===== config.mk =====
export PLATFORM = sky130hd
export DESIGN_NAME = fifo_stream_reader_flat
export DESIGN_NICKNAME = d
export VERILOG_FILES = /design/src/rtl/fifo_stream_reader_if.sv /design/src/rtl/fifo_stream_reader.sv /design/src/flat_wrapper.sv
export SDC_FILE = /design/constraint.sdc
export NUM_CORES = 1
export LEC_CHECK = 0
export BUFFER_PORTS_ARGS = -buffer_cell sky130_fd_sc_hd__buf_2
export CORE_ASPECT_RATIO = 1.4
export CORE_MARGIN = 8
export CORE_UTILIZATION = 59
export CTS_BUF_LIST = sky130_fd_sc_hd__clkbuf_8
export CTS_CLUSTER_SIZE = 25
export DETAILED_ROUTE_END_ITERATION = 10
export GPL_TIMING_DRIVEN = 0
export PLACE_DENSITY = 0.81
export SYNTH_ARGS = -nofsm -noshare
export SYNTH_HDL_FRONTEND = slang
export SYNTH_SLANG_ARGS = --single-unit

===== constraint.sdc =====
create_clock -name clk -period 4 [get_ports clk]
set_input_delay 0.2 -clock clk [delete_from_list [all_inputs] [get_ports clk]]
set_output_delay 0.2 -clock clk [all_outputs]
set_load 0.005 [all_outputs]

===== src/rtl/fifo_stream_reader_if.sv =====
// Stream reader bus: sync_fifo read side plus
// the valid/ready output stream.
interface fifo_stream_reader_if #(
    parameter int DATA_W = 8
);
    logic              fifo_empty;
    logic              fifo_rd_en;
    logic [DATA_W-1:0] fifo_dout;
    logic              m_valid;
    logic              m_ready;
    logic [DATA_W-1:0] m_data;

    modport master (
        input  fifo_empty,
        input  fifo_dout,
        input  m_ready,
        output fifo_rd_en,
        output m_valid,
        output m_data
    );

    modport slave (
        output fifo_empty,
        output fifo_dout,
        output m_ready,
        input  fifo_rd_en,
        input  m_valid,
        input  m_data
    );
endinterface


===== src/rtl/fifo_stream_reader.sv =====
// Drains a burst of words from a sync_fifo into
// a valid/ready stream through a 2-entry skid buffer.
module fifo_stream_reader #(
    parameter int DATA_W = 8,
    parameter int LEN_W  = 8
) (
    input  logic                 clk,
    input  logic                 reset,
    input  logic                 start,
    input  logic [LEN_W-1:0]     burst_len,
    fifo_stream_reader_if.master bus,
    output logic                 busy,
    output logic                 done,
    output logic [15:0]          words_sent
);
    typedef enum logic [1:0] {
        IDLE,
        RUN,
        DRAIN,
        DONE
    } state_t;

    state_t            state_q, state_d;
    logic [LEN_W-1:0]  len_q, len_d;
    logic [LEN_W-1:0]  issued_q, issued_d;
    logic              inflight_q, inflight_d;
    logic [1:0]        count_q, count_d;
    logic [DATA_W-1:0] buf0_q, buf0_d;
    logic [DATA_W-1:0] buf1_q, buf1_d;
    logic [15:0]       sent_q, sent_d;
    logic              pop;
    logic              rd_en;
    logic              last_rd;
    logic [1:0]        credit;

    assign pop = (count_q != 2'd0) & bus.m_ready;

    // Read issue: the entry leaving this cycle frees its slot,
    // which is what lets a full-rate stream sustain one word
    // per cycle without ever exceeding two words of storage.
    always_comb begin
        credit  = count_q + {1'b0, inflight_q}
                - {1'b0, pop};
        rd_en   = (state_q == RUN) && !bus.fifo_empty
               && (issued_q < len_q) && (credit < 2'd2);
        last_rd = rd_en && (issued_q + LEN_W'(1) == len_q);
    end

    // Burst FSM and read counters.
    always_comb begin
        state_d    = state_q;
        len_d      = len_q;
        issued_d   = issued_q;
        inflight_d = rd_en;
        unique case (state_q)
            IDLE: begin
                if (start) begin
                    len_d    = burst_len;
                    issued_d = '0;
                    if (burst_len != '0) state_d = RUN;
                    else                 state_d = DONE;
                end
            end
            RUN: begin
                if (rd_en) issued_d = issued_q + LEN_W'(1);
                if (last_rd) state_d = DRAIN;
            end
            DRAIN: begin
                if (!inflight_q && count_q == 2'd0)
                    state_d = DONE;
            end
            DONE: state_d = IDLE;
            default: state_d = IDLE;
        endcase
    end

    // Skid buffer: pop the head first, then append the capture.
    always_comb begin
        buf0_d  = buf0_q;
        buf1_d  = buf1_q;
        count_d = count_q;
        sent_d  = sent_q;
        if (pop) begin
            buf0_d  = buf1_q;
            count_d = count_q - 2'd1;
            sent_d  = sent_q + 16'd1;
        end
        if (inflight_q) begin
            if (count_d == 2'd0) buf0_d = bus.fifo_dout;
            else                 buf1_d = bus.fifo_dout;
            count_d = count_d + 2'd1;
        end
    end

    // State register with asynchronous active-low reset.
    always_ff @(posedge clk or negedge reset) begin
        if (!reset) begin
            state_q    <= IDLE;
            len_q      <= '0;
            issued_q   <= '0;
            inflight_q <= 1'b0;
            count_q    <= 2'd0;
            buf0_q     <= '0;
            buf1_q     <= '0;
            sent_q     <= '0;
        end else begin
            state_q    <= state_d;
            len_q      <= len_d;
            issued_q   <= issued_d;
            inflight_q <= inflight_d;
            count_q    <= count_d;
            buf0_q     <= buf0_d;
            buf1_q     <= buf1_d;
            sent_q     <= sent_d;
        end
    end

    assign bus.fifo_rd_en = rd_en;
    assign bus.m_valid    = (count_q != 2'd0);
    assign bus.m_data     = buf0_q;
    assign busy           = (state_q != IDLE);
    assign done           = (state_q == DONE);
    assign words_sent     = sent_q;
endmodule


===== src/flat_wrapper.sv =====
// flat-port wrapper written by rule: the top's interface ports become plain ports
module fifo_stream_reader_flat 
#(
    parameter int DATA_W = 8,
    parameter int LEN_W  = 8
)
  (clk, reset, start, burst_len, busy, done, words_sent, bus_fifo_empty, bus_fifo_dout, bus_m_ready, bus_fifo_rd_en, bus_m_valid, bus_m_data);
  fifo_stream_reader_if #(.DATA_W(DATA_W)) bus_i ();
  input  logic clk;
  input  logic reset;
  input  logic start;
  input  logic [LEN_W-1:0] burst_len;
  output logic busy;
  output logic done;
  output logic [15:0] words_sent;
  input wire logic [$bits(bus_i.fifo_empty)-1:0] bus_fifo_empty;
  input wire logic [$bits(bus_i.fifo_dout)-1:0] bus_fifo_dout;
  input wire logic [$bits(bus_i.m_ready)-1:0] bus_m_ready;
  output wire logic [$bits(bus_i.fifo_rd_en)-1:0] bus_fifo_rd_en;
  output wire logic [$bits(bus_i.m_valid)-1:0] bus_m_valid;
  output wire logic [$bits(bus_i.m_data)-1:0] bus_m_data;
  assign bus_i.fifo_empty = bus_fifo_empty;
  assign bus_i.fifo_dout = bus_fifo_dout;
  assign bus_i.m_ready = bus_m_ready;
  assign bus_fifo_rd_en = bus_i.fifo_rd_en;
  assign bus_m_valid = bus_i.m_valid;
  assign bus_m_data = bus_i.m_data;
  fifo_stream_reader #(.DATA_W(DATA_W), .LEN_W(LEN_W)) u_core (.clk(clk), .reset(reset), .start(start), .burst_len(burst_len), .bus(bus_i), .busy(busy), .done(done), .words_sent(words_sent));
endmodule

; Word-level counts from Yosys, hierarchy flattened
; Cells that the tools add are included.
[totals]
reg_bits = 53
latch_bits = 0
ramBits = 0
rom_bits = 0
in_bits = 21
out_inout_bits = 28
word_cells = 57
n_memories = 0
[classes]
n_addsub = 6
multipliers = 0
div_mod_pow = 0
order_cmp = 2
eq_ne = 8
shift = 0
mux = 13
bitwise = 2
n_reduce_logical = 18
[op_table]
columns = operator, n
row1 = $mux W8, 5
row2 = $add A16 B1 Y16 const B, 1
row3 = $pmux W8 S2, 1
row4 = $mux W2, 6
row5 = $add A8 B1 Y8 const B, 1
row6 = $eq A8 B8 Y1, 1
row7 = $lt A8 B8 Y1, 1
row8 = $pmux W2 S4, 1
row9 = $reduce_bool A8 Y1, 1
row10 = $logic_not A2 Y1, 3
row11 = $ne A2 B1 Y1 const B, 3
row12 = $reduce_and A3 Y1, 2
row13 = $reduce_bool A2 Y1, 3
row14 = $logic_and A1 B1 Y1, 5
row15 = $eq A2 B2 Y1 const B, 2
row16 = $reduce_and A2 Y1, 2
row17 = $add A2 B1 Y2, 1
row18 = $add A2 B1 Y2 const B, 1
row19 = $eq A2 B1 Y1 const B, 1
row20 = $logic_not A1 Y1, 2
row21 = $lt A2 B2 Y1 const B, 1
row22 = $ne A2 B2 Y1 const B, 1
row23 = $sub A2 B1 Y2, 1
row24 = $sub A2 B1 Y2 const B, 1
row25 = other kinds (2), 2

; Longest topological paths before layout
; Gate-level depths: netlist of the first run.
[logic_depth]
depth_word = 8
depth_mapped = 14
mapped_depth_nobuf = 13

; Worst setup path before layout of the first run
; Ideal clock, no wire load.
[synth_timing]
path_type = register to register
from = register u_core.count_q[0]
to = register u_core.issued_q[7]
setup_ns = 0.133
t_arrival_ns = 2.692
required_time_ns = 3.867
slack_ns = 1.175
path_stages_with_launch = 15
synth_period_minus_slack_ns = 2.825
path_cell_list = dfrtp_1 > inv_1 > ha_1 > inv_1 > nand2_1 > clkinv_1 > buf_1 > ha_1 > nor2b_1 > xnor2_1 > nor3_4 > nand2_2 > inv_2 > mux2i_1 > o211ai_1
[synth_via]
elab_chain_cells = 7
word_cells_on_any_way = 8
classes_between = 2 x add/sub / 1 x order compare / 1 x eq/ne / 1 x bitwise / 3 x reduce/logical
[synth_lines]
columns = element, line_no
row1 = from (decl), fifo_stream_reader.sv:27  ; logic [1:0] count_q, count_d;
row2 = from (signal assigned), fifo_stream_reader.sv:111  ; count_q <= count_d;
row3 = $reduce_bool A2 Y1, --
row4 = via bus_m_valid, flat_wrapper.sv:20  ; output wire logic [$bits(bus_i.m_valid)-1:0] bus_m_valid;
row5 = $and A1 B1 Y1, fifo_stream_reader.sv:36  ; assign pop = (count_q != 2'd0) & bus.m_ready;
row6 = via u_core.pop, fifo_stream_reader.sv:31  ; logic pop;
row7 = $sub A2 B1 Y2, fifo_stream_reader.sv:43  ; - {1'b0, pop};
row8 = $lt A2 B2 Y1, fifo_stream_reader.sv:45  ; && (issued_q < len_q) && (credit < 2'd2);
row9 = $logic_and A1 B1 Y1, fifo_stream_reader.sv:45
row10 = via bus_fifo_rd_en, flat_wrapper.sv:19  ; output wire logic [$bits(bus_i.fifo_rd_en)-1:0] bus_fifo_rd_en;
row11 = $ne A2 B1 Y1 (no source line), --
row12 = $reduce_and A3 Y1 (no source line), --
row13 = to (signal assigned), fifo_stream_reader.sv:109  ; issued_q <= issued_d;
row14 = to (decl), fifo_stream_reader.sv:25  ; logic [LEN_W-1:0] issued_q, issued_d;
; The timed path passes the listed nets, and every way through them passes these cells.
; A chain may end at the register's enable or synchronous reset.

; Worst setup path in the final report of the first run
[layout_timing]
from = register u_core.count_q[0]
to = output bus_fifo_rd_en
[layout_via]
elab_chain_cells = 5
word_cells_on_any_way = 6
classes_between = 2 x add/sub / 1 x order compare / 1 x bitwise / 2 x reduce/logical
[layout_lines]
columns = element, line_no
row1 = $reduce_bool A2 Y1, fifo_stream_reader.sv:36
row2 = $and A1 B1 Y1, fifo_stream_reader.sv:36
row3 = via u_core.pop, fifo_stream_reader.sv:31
row4 = $sub A2 B1 Y2, fifo_stream_reader.sv:43
row5 = $lt A2 B2 Y1, fifo_stream_reader.sv:45
row6 = $logic_and A1 B1 Y1, fifo_stream_reader.sv:45
row7 = to (decl), flat_wrapper.sv:19
; The timed path passes the listed nets, and every way through them passes these cells.

==> impl_metrics.csv, run 1 <==
group,metric,value,unit
timing,tightest_slew,1170,ps
cells_and_area,final_cell_mix,"53 x dfrtp_1, 48 x buf_2, 31 x nand2_1, 20 x xnor2_1, 18 x o21ai_0",
placed_design,place_inst,409,
worst_setup_path,end_kind,"output port",
drt,avgViaCountPerCell,5.73,
cells_and_area,final_core_util,68.0,%
synthesis,ys_ff_latch,53,
cells_and_area,drive_gt1_share,25.4,%
global_route,antenna_found_initial,0,
clock_tree,cts.clk_slew.worst_paths,90,ps
timing,grt_setup_unrepaired,"no",
synthesis,syn_area,0.00305,mm^2
pwr,leakagePower,1.63,nW
drt,routedWlPerCell,16.3,um
timing,fmax,0.280,GHz
placed_design,place_congestion,0.889,
placed_design,dp_hpwl,5170,um
run_status,status,"finished clean",
floorplanning,die_x,76.8,um
global_route,grt_pass1_wl,11500,um
floorplanning,fp.dieH,101,um
synthesis,synth_cells,295,
drt,num_vias,2383,
timing,fin_crit,3570,ps
global_route,grt_pass1_vias,2576,
clock_tree,cts_tree,"yes",
synthesis,ys.flop_type,"dfrtp_1",
synthesis,synth.distinct_cells,51,
drt,firstDrtPassIters,5,
clock_tree,cts-root-buf,"clkbuf_8",
cells_and_area,layout.cells.non_filler,416,
synthesis,synthesis.nets,333,
pwr,ir_worst_vdd,0.000406,V
worst_setup_path,crit_buf_inv,6,
synthesis,synth-edff-count,0,
cells_and_area,layout_commonest_cell,"dfrtp_1",
global_route,grt_max_degree,54,
timing,drv_slew,0,
global_route,grt.overflow.total,0,
timing,tns,0,ps
clock_tree,clk_latency,300,ps
worst_setup_path,startpoint_type,"flip-flop",
drt,drc,0,
timing,setup_viol,0,
clock_tree,h-tree-depth,2,
pwr,p_per_area,663,mW/mm^2
placed_design,numPortBuffers,48,
global_route,grt.total_usage,18.1,%
floorplanning,core.rowCount,31,
synthesis,ys_seq_area_share,43.5,%
clock_tree,clockBufferDepth,2,
timing,hold_viol,0,
worst_setup_path,cp.arrival,3370,ps
pwr,finalPower,2.29,mW
timing,fin_skew,15.2,ps
min_path,min_path_type,"primary input to flip-flop",
synthesis,yosysWarnings,0,
clock_tree,cts_sinks,53,
clock_tree,cts_buffers,5,
worst_setup_path,max_stage_delay,560,ps
floorplanning,start_util,60.0,%
worst_setup_path,crit_type,"flip-flop to output port",
floorplanning,pin_count,49,
drt,ant_nets,0,
worst_setup_path,cp_top_family,"buffers and inverters",
floorplanning,core-area,0.00508,mm^2
clock_tree,ctsHoldBuffers,0,
worst_setup_path,crit_chain,"inv_1, ha_1, inv_1, nand2_1, clkinv_1, buf_1, ha_1, nor2b_1, xnor2_1, nor3_4, nand2_2, inv_2, buf_2",
cells_and_area,diodes,0,
drt,drt_iter0_markers,110,
cells_and_area,area_growth,13.2,%
clock_tree,post_cts_resized,0,
floorplanning,die-area,0.00776,mm^2
clock_tree,cts_setup_buffers,0,
synthesis,synthArstFlopShare,100,%
job,max-cap-violations,0,
synthesis,avgSynthCellArea,10.3,um^2
drt,wirelength,6770,um
timing,fin_crit_sh,89.3,%
cells_and_area,fin_nets,388,
worst_setup_path,critical_path.max_fanout,11,
worst_setup_path,required,3800,ps
timing,slew_headroom,22.3,%
worst_setup_path,cp_slowest_cell,"buf_1",
==> final timing paths <==
check                                 startpoint                    end  slack [ps]  cells after the start
min in group asynchronous                  reset        u_core.len_q[4]         120                      1
max reg2reg                    u_core.count_q[0]      u_core.state_q[1]         640                     14
max in group asynchronous                  reset   u_core.bus.m_data[0]        3150                      1
max                            u_core.count_q[0]         bus_fifo_rd_en         430                     13
min reg2reg                u_core.words_sent[12]  u_core.words_sent[12]         480                      1
min                             bus_fifo_dout[2]   u_core.bus.m_data[2]         110                      3
==> registers in the layout, indices dropped and copies added, names as in the netlist <==
name and flops:
u_core.words_sent 16, u_core.buf1_q 8, u_core.bus.m_data 8, u_core.issued_q 8
u_core.len_q 8, u_core.count_q 2, u_core.state_q 2, u_core.inflight_q 1
==> cell usage after synthesis, types with 2 or more instances <==
cell | number | area share (%)
dfrtp_1 | 53 | 43
nand2_1 | 31 | 3.8
xnor2_1 | 20 | 5.7
o21ai_0 | 18 | 3.0
ha_1 | 17 | 7.0
mux2_2 | 17 | 6.3
inv_1 | 16 | 2.0
nor2_1 | 14 | 1.7
mux2i_1 | 11 | 3.6
a21oi_1 | 9 | 1.5
nand3_1 | 8 | 1.3
a31oi_1 | 7 | 1.4
xor2_1 | 7 | 2.0
o211ai_1 | 6 | 1.5
and3_1 | 5 | 1.0
a2111o_1 | 3 | 1.1
clkbuf_1 | 3 | 0.37
nand4_1 | 3 | 0.62
nor2b_1 | 3 | 0.62
nor4_1 | 3 | 0.62
or3_1 | 3 | 0.62
a211o_1 | 2 | 0.57
and2_1 | 2 | 0.41
and3_2 | 2 | 0.49
and4_1 | 2 | 0.57
buf_4 | 2 | 0.49
clkbuf_2 | 2 | 0.33
clkinv_1 | 2 | 0.25
nand2b_1 | 2 | 0.41
==> through the flow <==
step / worst slack, ps / hold slack (ps) / cell area, um^2
2_1_floorplan: 1170 / -95.6 / 3050
3_3_place_gp: 707 / 413 / 3370
3_5_place_dp: 653 / 426 / 3370
4_1_cts: 419 / 109 / 3450
5_1_grt: 169 / 128 / 3450
6_report: 429 / 113 / 3450
==> worst reg2reg max path, cell delays in order (launching register included) <==
cell and delay, ps:
dfrtp_1 390, inv_1 60, ha_1 200, inv_1 80, nand2_1 100, clkinv_1 160
buf_1 560, ha_1 350, nor2b_1 130, xnor2_1 120, nor3_4 330, nand2_2 190
inv_2 240, a32oi_2 180, mux2i_1 150
==> kinds of logic after synthesis <==
logic type               Yosys count  share of synthesized area, %
AND/OR/NAND/NOR                   85                          14.7
flip-flops                        53                          43.5
buffers and inverters             29                          4.47
adder cells (fa/ha/maj)           17                          6.97
AO/OA/AOI/OAI                     56                          12.8
XOR/XNOR                          27                          7.75
multiplexers                      28                          9.89
==> power by group <==
part	leakage (nW)	switching (mW)	internal (mW)
clock	0.0454	0.170	0.119
sequential	0.673	0.186	0.737
combinational	0.914	0.579	0.498
==> per-layer routing <==
| layer | up-vias | GRT usage, % | wire [um] |
|---|---|---|---|
| met4 | 0 | 8.62 | 164 |
| li1 | 1152 | - | - |
| met5 | - | 0 | 0 |
| met3 | 14 | 4.11 | 277 |
| met2 | 62 | 33.4 | 3640 |
| met1 | 1155 | 18.7 | 2690 |
==> area by class of cell <==
| type | instances | area, um^2 |
|---|---|---|
| flip-flops and latches | 53 | 1330 |
| repair buffers | 48 | 240 |
| multi-input cells | 213 | 1590 |
| inverters | 19 | 71.3 |
| fillers | 412 | 1630 |
| clock inverters | 2 | 12.5 |
| clock buffers | 5 | 68.8 |
| plain buffers | 10 | 65.1 |
| well taps | 66 | 82.6 |
Note: power is estimated with default switching activity, not from simulation.
==> inputs of run 2 (changes only) <==
Settings changed: ABC_AREA set to 1, CORE_UTILIZATION 59 to 58, PLACE_DENSITY 0.81 to 0.8, SLEW_MARGIN set to 30.
==> run 2 against run 1 <==
First-iteration DRC count grew 27%. Synthesized area down 4.3%. Global-route usage shrank 0.86 points. Die area shrank 2.2%. Setup slack improved by 920 ps. Final area shrank 2.5%. Clock power up 28%. Largest cell class unchanged. Highest routed layer unchanged.
==> impl_metrics.csv, run 2 <==
group,metric,value,unit
clock_tree,post_cts_resized,0,
cells_and_area,multi_input_area,0.00138,mm^2
timing,fin_skew,9.14,ps
worst_setup_path,crit_chain,"inv_1, ha_1, inv_2, nand2_4, clkinv_2, clkbuf_1, ha_1, nor2_1, xnor2_1, nor2_2, buf_2",
floorplanning,core.rowCount,30,
cells_and_area,fin_nets,440,
global_route,grt_max_degree,54,
job,max-cap-violations,0,
synthesis,synthesis.nets,384,
drt,ant_nets,0,
synthesis,ys_seq_area_share,45.5,%
clock_tree,clk_latency,300,ps
worst_setup_path,ff2ff_setup_slack,1370,ps
run_status,status,"finished clean",
synthesis,ys_top_cells_by_count,"77 x nand2_1, 53 x dfrtp_1, 42 x inv_1, 25 x o21ai_0, 24 x nor2_1",
placed_design,numPortBuffers,48,
drt,routedWlPerCell,13.3,um
placed_design,place_congestion,0.858,
timing,drv_slew,0,
worst_setup_path,cp.arrival,2450,ps
cells_and_area,area_growth,15.4,%
clock_tree,cts_tree,"yes",
worst_setup_path,crit_type,"flip-flop to output port",
drt,drt_iter0_markers,140,
floorplanning,core-area,0.00484,mm^2
global_route,grt_pass1_wl,11000,um
synthesis,synth_top_area_share,45.5,%
timing,tightest_slew,662,ps
synthesis,ys_ff_latch,53,
drt,wirelength,6220,um
synthesis,syn_area,0.00292,mm^2
floorplanning,fp.dieH,99.9,um
clock_tree,cts.clk_slew.worst_paths,100,ps
worst_setup_path,crit_buf_inv,5,
timing,hold_viol,0,
clock_tree,h-tree-depth,2,
floorplanning,die-area,0.00759,mm^2
synthesis,yosysTopAreaCell,"dfrtp_1",
clock_tree,clockBufferDepth,2,
drt,firstDrtPassIters,4,
worst_setup_path,cp_slowest_cell,"dfrtp_1",
worst_setup_path,max_stage_delay,370,ps
timing,fin_crit_sh,66.4,%
synthesis,ys.flop_type,"dfrtp_1",
pwr,p_per_area,633,mW/mm^2
worst_setup_path,reg2reg_from,"u_core.count_q[0]",
drt,avgViaCountPerCell,5.19,
synthesis,yosysMostFrequentCell,"nand2_1",
min_path,worstHoldStart,"burst_len[6]",
cells_and_area,final_cell_mix,"77 x nand2_1, 53 x dfrtp_1, 47 x buf_2, 43 x inv_1, 25 x o21ai_0",
clock_tree,cts_setup_buffers,0,
global_route,grt.overflow.total,0,
drt,num_vias,2425,
synthesis,synth_cells,346,
worst_setup_path,crit_path_start,"u_core.count_q[0]",
synthesis,synthTopCellsByArea,"dfrtp_1 45%, nand2_1 9.9%, ha_1 7.3%",
min_path,min_path_type,"primary input to flip-flop",
cells_and_area,fin_area,0.00337,mm^2
pwr,ir_worst_vdd,0.000405,V
synthesis,yosysWarnings,0,
synthesis,avgSynthCellArea,8.43,um^2
timing,setup_viol,0,
timing,fin_crit,2650,ps
global_route,grt.total_usage,17.2,%
floorplanning,pin_count,49,
global_route,antenna_found_initial,0,
cells_and_area,final_core_util,69.5,%
worst_setup_path,crit_path_frequent_cell,"ha_1",
cells_and_area,diodes,0,
cells_and_area,layout_commonest_cell,"nand2_1",
cells_and_area,area.sequential,0.00133,mm^2
timing,grt_setup_unrepaired,"no",
worst_setup_path,required,3800,ps
worst_setup_path,critical_path.max_fanout,10,
cells_and_area,largest_reg_flops,16,
timing,fmax,0.377,GHz
min_path,worstHoldEndpoint,"u_core.len_q[6]",
floorplanning,die_x,75.9,um
worst_setup_path,rr_endpoint,"u_core.issued_q[7]",
synthesis,synthArstFlopShare,100,%
worst_setup_path,cp_top_family,"buffers and inverters",
timing,slew_headroom,55.9,%
synthesis,synth-edff-count,0,
pwr,finalPower,2.13,mW
min_path,hold_depth,3,
worst_setup_path,ff2ff_path_depth,14,
clock_tree,cts-root-buf,"clkbuf_8",
floorplanning,start_util,60.3,%
cells_and_area,drive_gt1_share,20.8,%
clock_tree,cts_buffers,5,
worst_setup_path,startpoint_type,"flip-flop",
cells_and_area,fillers,394,
timing,tns,0,ps
worst_setup_path,end_kind,"output port",
placed_design,place_area,0.00324,mm^2
global_route,grt_pass1_vias,2522,
synthesis,synth.distinct_cells,32,
drt,drc,0,
clock_tree,cts_sinks,53,
placed_design,dp_hpwl,4630,um
pwr,leakagePower,1.72,nW
run 2: cell count changes after synthesis, sizes merged, moves of 6 or more:
cell and change:
nand2 +51, inv +26, xnor2 -11, a31oi -7
o22ai +9, o211ai -6, o21ai +16, nand3 +16
mux2 -17, nor2 +19, mux2i -11, and3 -7
run 2: cells by family after synthesis:
group / synth area share [%]
flip-flops: 45.5
AO/OA/AOI/OAI: 10.4
XOR/XNOR: 5.10
buffers and inverters: 7.12
AND/OR/NAND/NOR: 24.6
adder cells (fa/ha/maj): 7.29
run 2: worst max-delay path by stage:
stage                              end  slack, ps  cells after the start
floorplan           u_core.issued_q[6]       1770                     14
global placement    u_core.issued_q[1]       1430                     13
detailed placement  u_core.issued_q[7]       1400                     14
CTS                     bus_fifo_rd_en       1320                     11
global route        u_core.issued_q[7]       1120                     14
finish                  bus_fifo_rd_en       1350                     11
run 2: final cells by class:
cell class	instances	area share, %
buffer	9	1.23
timing repair buffer	49	7.51
clock inverter	2	1.00
sequential	53	39.4
multi-input combinational	240	41.1
tap	64	2.38
inverter	44	4.94
clock buffer	6	2.45
run 2: tightest hold or removal path, stage by stage:
cell and delay (ps):
buf_2 90, nor2_1 40, a21oi_1 100
run 2: timing repair:
item	4_1_cts	5_1_grt
setup endpoints to repair	0	0
hold buffers	1	0
endpoints found under the hold margin	53	0
run 2: where the power goes:
part	internal [mW]	leakage [nW]	switching, mW
registers	0.720	0.670	0.134
clock network	0.202	0.0626	0.169
logic	0.362	0.988	0.546
run 2: per-layer routing:
layer | vias to the layer above | GRT usage [%] | part of all wire (%)
met2 | 54 | 31.7 | 52
met3 | 14 | 3.58 | 4.2
met5 | - | 0 | 0
met1 | 1132 | 18.1 | 42
li1 | 1225 | - | -
met4 | 0 | 8.33 | 2.7
run 2: per-stage QoR:
stage / worst slack [ps] / std cells / hold slack, ps
2_1_floorplan: 1770 / 346 / -95.6
3_3_place_gp: 1430 / 458 / 452
3_5_place_dp: 1400 / 458 / 282
4_1_cts: 1320 / 467 / 155
5_1_grt: 1120 / 467 / 167
6_report: 1350 / 467 / 160
==> inputs of run 3 (changes only) <==
Clock period 4 ns to 2.7 ns, I/O delays scaled along.
==> run 3 against run 2 <==
Die area unchanged. Setup slack got worse by 1100 ps. Sequential share of layout area hardly changed. Largest cell class unchanged.
==> impl_metrics.csv, run 3 (same netlist as run 2, synthesis figures left out) <==
group,metric,value,unit
timing,fin_skew,9.19,ps
placed_design,place_inst,458,
cells_and_area,final_cell_mix,"77 x nand2_1, 53 x dfrtp_1, 47 x buf_2, 43 x inv_1, 25 x o21ai_0",
worst_setup_path,required,2940,ps
placed_design,numPortBuffers,48,
timing,setup_viol,0,
placed_design,place_area,0.00324,mm^2
drt,firstDrtPassIters,4,
cells_and_area,fillers,394,
clock_tree,cts_setup_buffers,0,
job,max-cap-violations,0,
drt,wirelength,6220,um
pwr,leakagePower,1.72,nW
global_route,grt.total_usage,17.2,%
clock_tree,clk_latency,300,ps
cells_and_area,area_growth,15.3,%
floorplanning,fp.dieH,99.9,um
cells_and_area,diodes,0,
timing,tns,0,ps
timing,slew_headroom,55.6,%
cells_and_area,drive_gt1_share,20.9,%
pwr,ir_worst_vdd,0.000600,V
global_route,grt_pass1_wl,11000,um
worst_setup_path,startpoint_type,"flip-flop",
global_route,grt.overflow.total,0,
timing,fin_crit_sh,89.6,%
floorplanning,die_x,75.9,um
global_route,grt_pass1_vias,2522,
worst_setup_path,end_kind,"flip-flop",
timing,fin_crit,2420,ps
drt,drt_iter0_markers,153,
clock_tree,cts_buffers,5,
worst_setup_path,crit_type,"flip-flop to flip-flop",
global_route,grt_max_degree,54,
drt,avgViaCountPerCell,5.21,
global_route,antenna_found_initial,0,
clock_tree,h-tree-depth,2,
floorplanning,core.rowCount,30,
cells_and_area,fin_nets,439,
pwr,p_per_area,939,mW/mm^2
timing,tightest_slew,667,ps
floorplanning,pin_count,49,
clock_tree,cts-root-buf,"clkbuf_8",
drt,drc,0,
timing,hold_viol,0,
run_status,status,"finished clean",
cells_and_area,layout_commonest_cell,"nand2_1",
timing,fmax,0.413,GHz
clock_tree,cts_sinks,53,
cells_and_area,layout.cells.non_filler,466,
drt,routedWlPerCell,13.4,um
placed_design,dp_hpwl,4630,um
timing,grt_setup_unrepaired,"no",
worst_setup_path,cp.arrival,2660,ps
clock_tree,clockBufferDepth,2,
floorplanning,start_util,60.3,%
clock_tree,cts_tree,"yes",
placed_design,place_congestion,0.858,
min_path,min_path_type,"primary input to flip-flop",
floorplanning,core-area,0.00484,mm^2
cells_and_area,fin_area,0.00336,mm^2
timing,drv_slew,0,
drt,num_vias,2428,
clock_tree,cts.clk_slew.worst_paths,100,ps
floorplanning,die-area,0.00759,mm^2
drt,ant_nets,0,
cells_and_area,largest_reg_flops,16,
worst_setup_path,critical_path.max_fanout,13,
[run 3: cell types whose count changed in the layout (fill, tap and decap cells not counted), sizes merged]
cell and delta:
clkbuf -1
[run 3: what timing repair did]
| item | in CTS | in global routing |
|---|---|---|
| hold buffers | 1 | 0 |
| setup endpoints to repair | 0 | 9 |
| hold endpoints to repair | 53 | 0 |
| gates resized for setup | 0 | 0 |
[run 3: cell type report]
| type | instances | area, um^2 | share of cell area, % |
|---|---|---|---|
| Tap cell | 64 | 80.1 | 2.38 |
| Clock buffer | 6 | 82.6 | 2.46 |
| Sequential cell | 53 | 1330 | 39.4 |
| Buffer | 8 | 37.5 | 1.12 |
| Clock inverter | 2 | 33.8 | 1.00 |
| Inverter | 44 | 166 | 4.95 |
| Multi-Input combinational cell | 240 | 1380 | 41.1 |
| Timing Repair Buffer | 49 | 253 | 7.51 |
[run 3: path summary, 6_finish.rpt]
check,startpoint,end,slack (ps),depth (start not counted)
worst min register to register,u_core.words_sent[15],u_core.words_sent[15],470,1
worst max register to register,u_core.count_q[0],u_core.issued_q[7],280,13
worst min-delay path,burst_len[6],u_core.len_q[6],100,3
max in group asynchronous,reset,u_core.bus.m_data[6],1850,2
worst max-delay path,u_core.count_q[0],u_core.issued_q[7],280,13
min in group asynchronous,reset,u_core.issued_q[7],410,2
[run 3: metrics by stage]
step / utilization [%] / power [mW] / hold WS [ps] / worst slack (ps)
3_3_place_gp: 66.9 / 2.57 / 400 / 131
2_1_floorplan: - / 2.19 / -161 / 471
5_1_grt: 69.5 / 3.43 / 102 / 57.6
4_1_cts: 69.5 / 3.19 / 89.6 / 69.8
3_5_place_dp: 66.9 / 2.61 / 217 / 103
6_report: 69.5 / 3.16 / 95.8 / 281
[run 3: per-layer routing]
layer	up-vias	global-route usage, %	share of wire [%]	routed length (um)
met5	-	0	0	0
li1	1223	-	-	-
met3	14	3.58	4.2	264
met1	1132	18.1	42	2620
met4	0	8.33	2.8	175
met2	59	31.7	51	3160
[run 3: critical path, cell delays in order (launching register included)]
cell and delay (ps):
dfrtp_1 400, inv_1 80, ha_1 180, inv_2 60, nand2_4 90, clkinv_2 170
ha_1 340, nor2_1 130, xnor2_1 140, nor2_2 100, o22ai_2 280, buf_4 250
nand2_1 70, o21ai_1 70
[run 3: power breakdown]
| group | switching (mW) | internal (mW) |
|---|---|---|
| clock network | 0.251 | 0.299 |
| logic | 0.808 | 0.535 |
| registers | 0.198 | 1.07 |
| total | 1.26 | 1.90 |
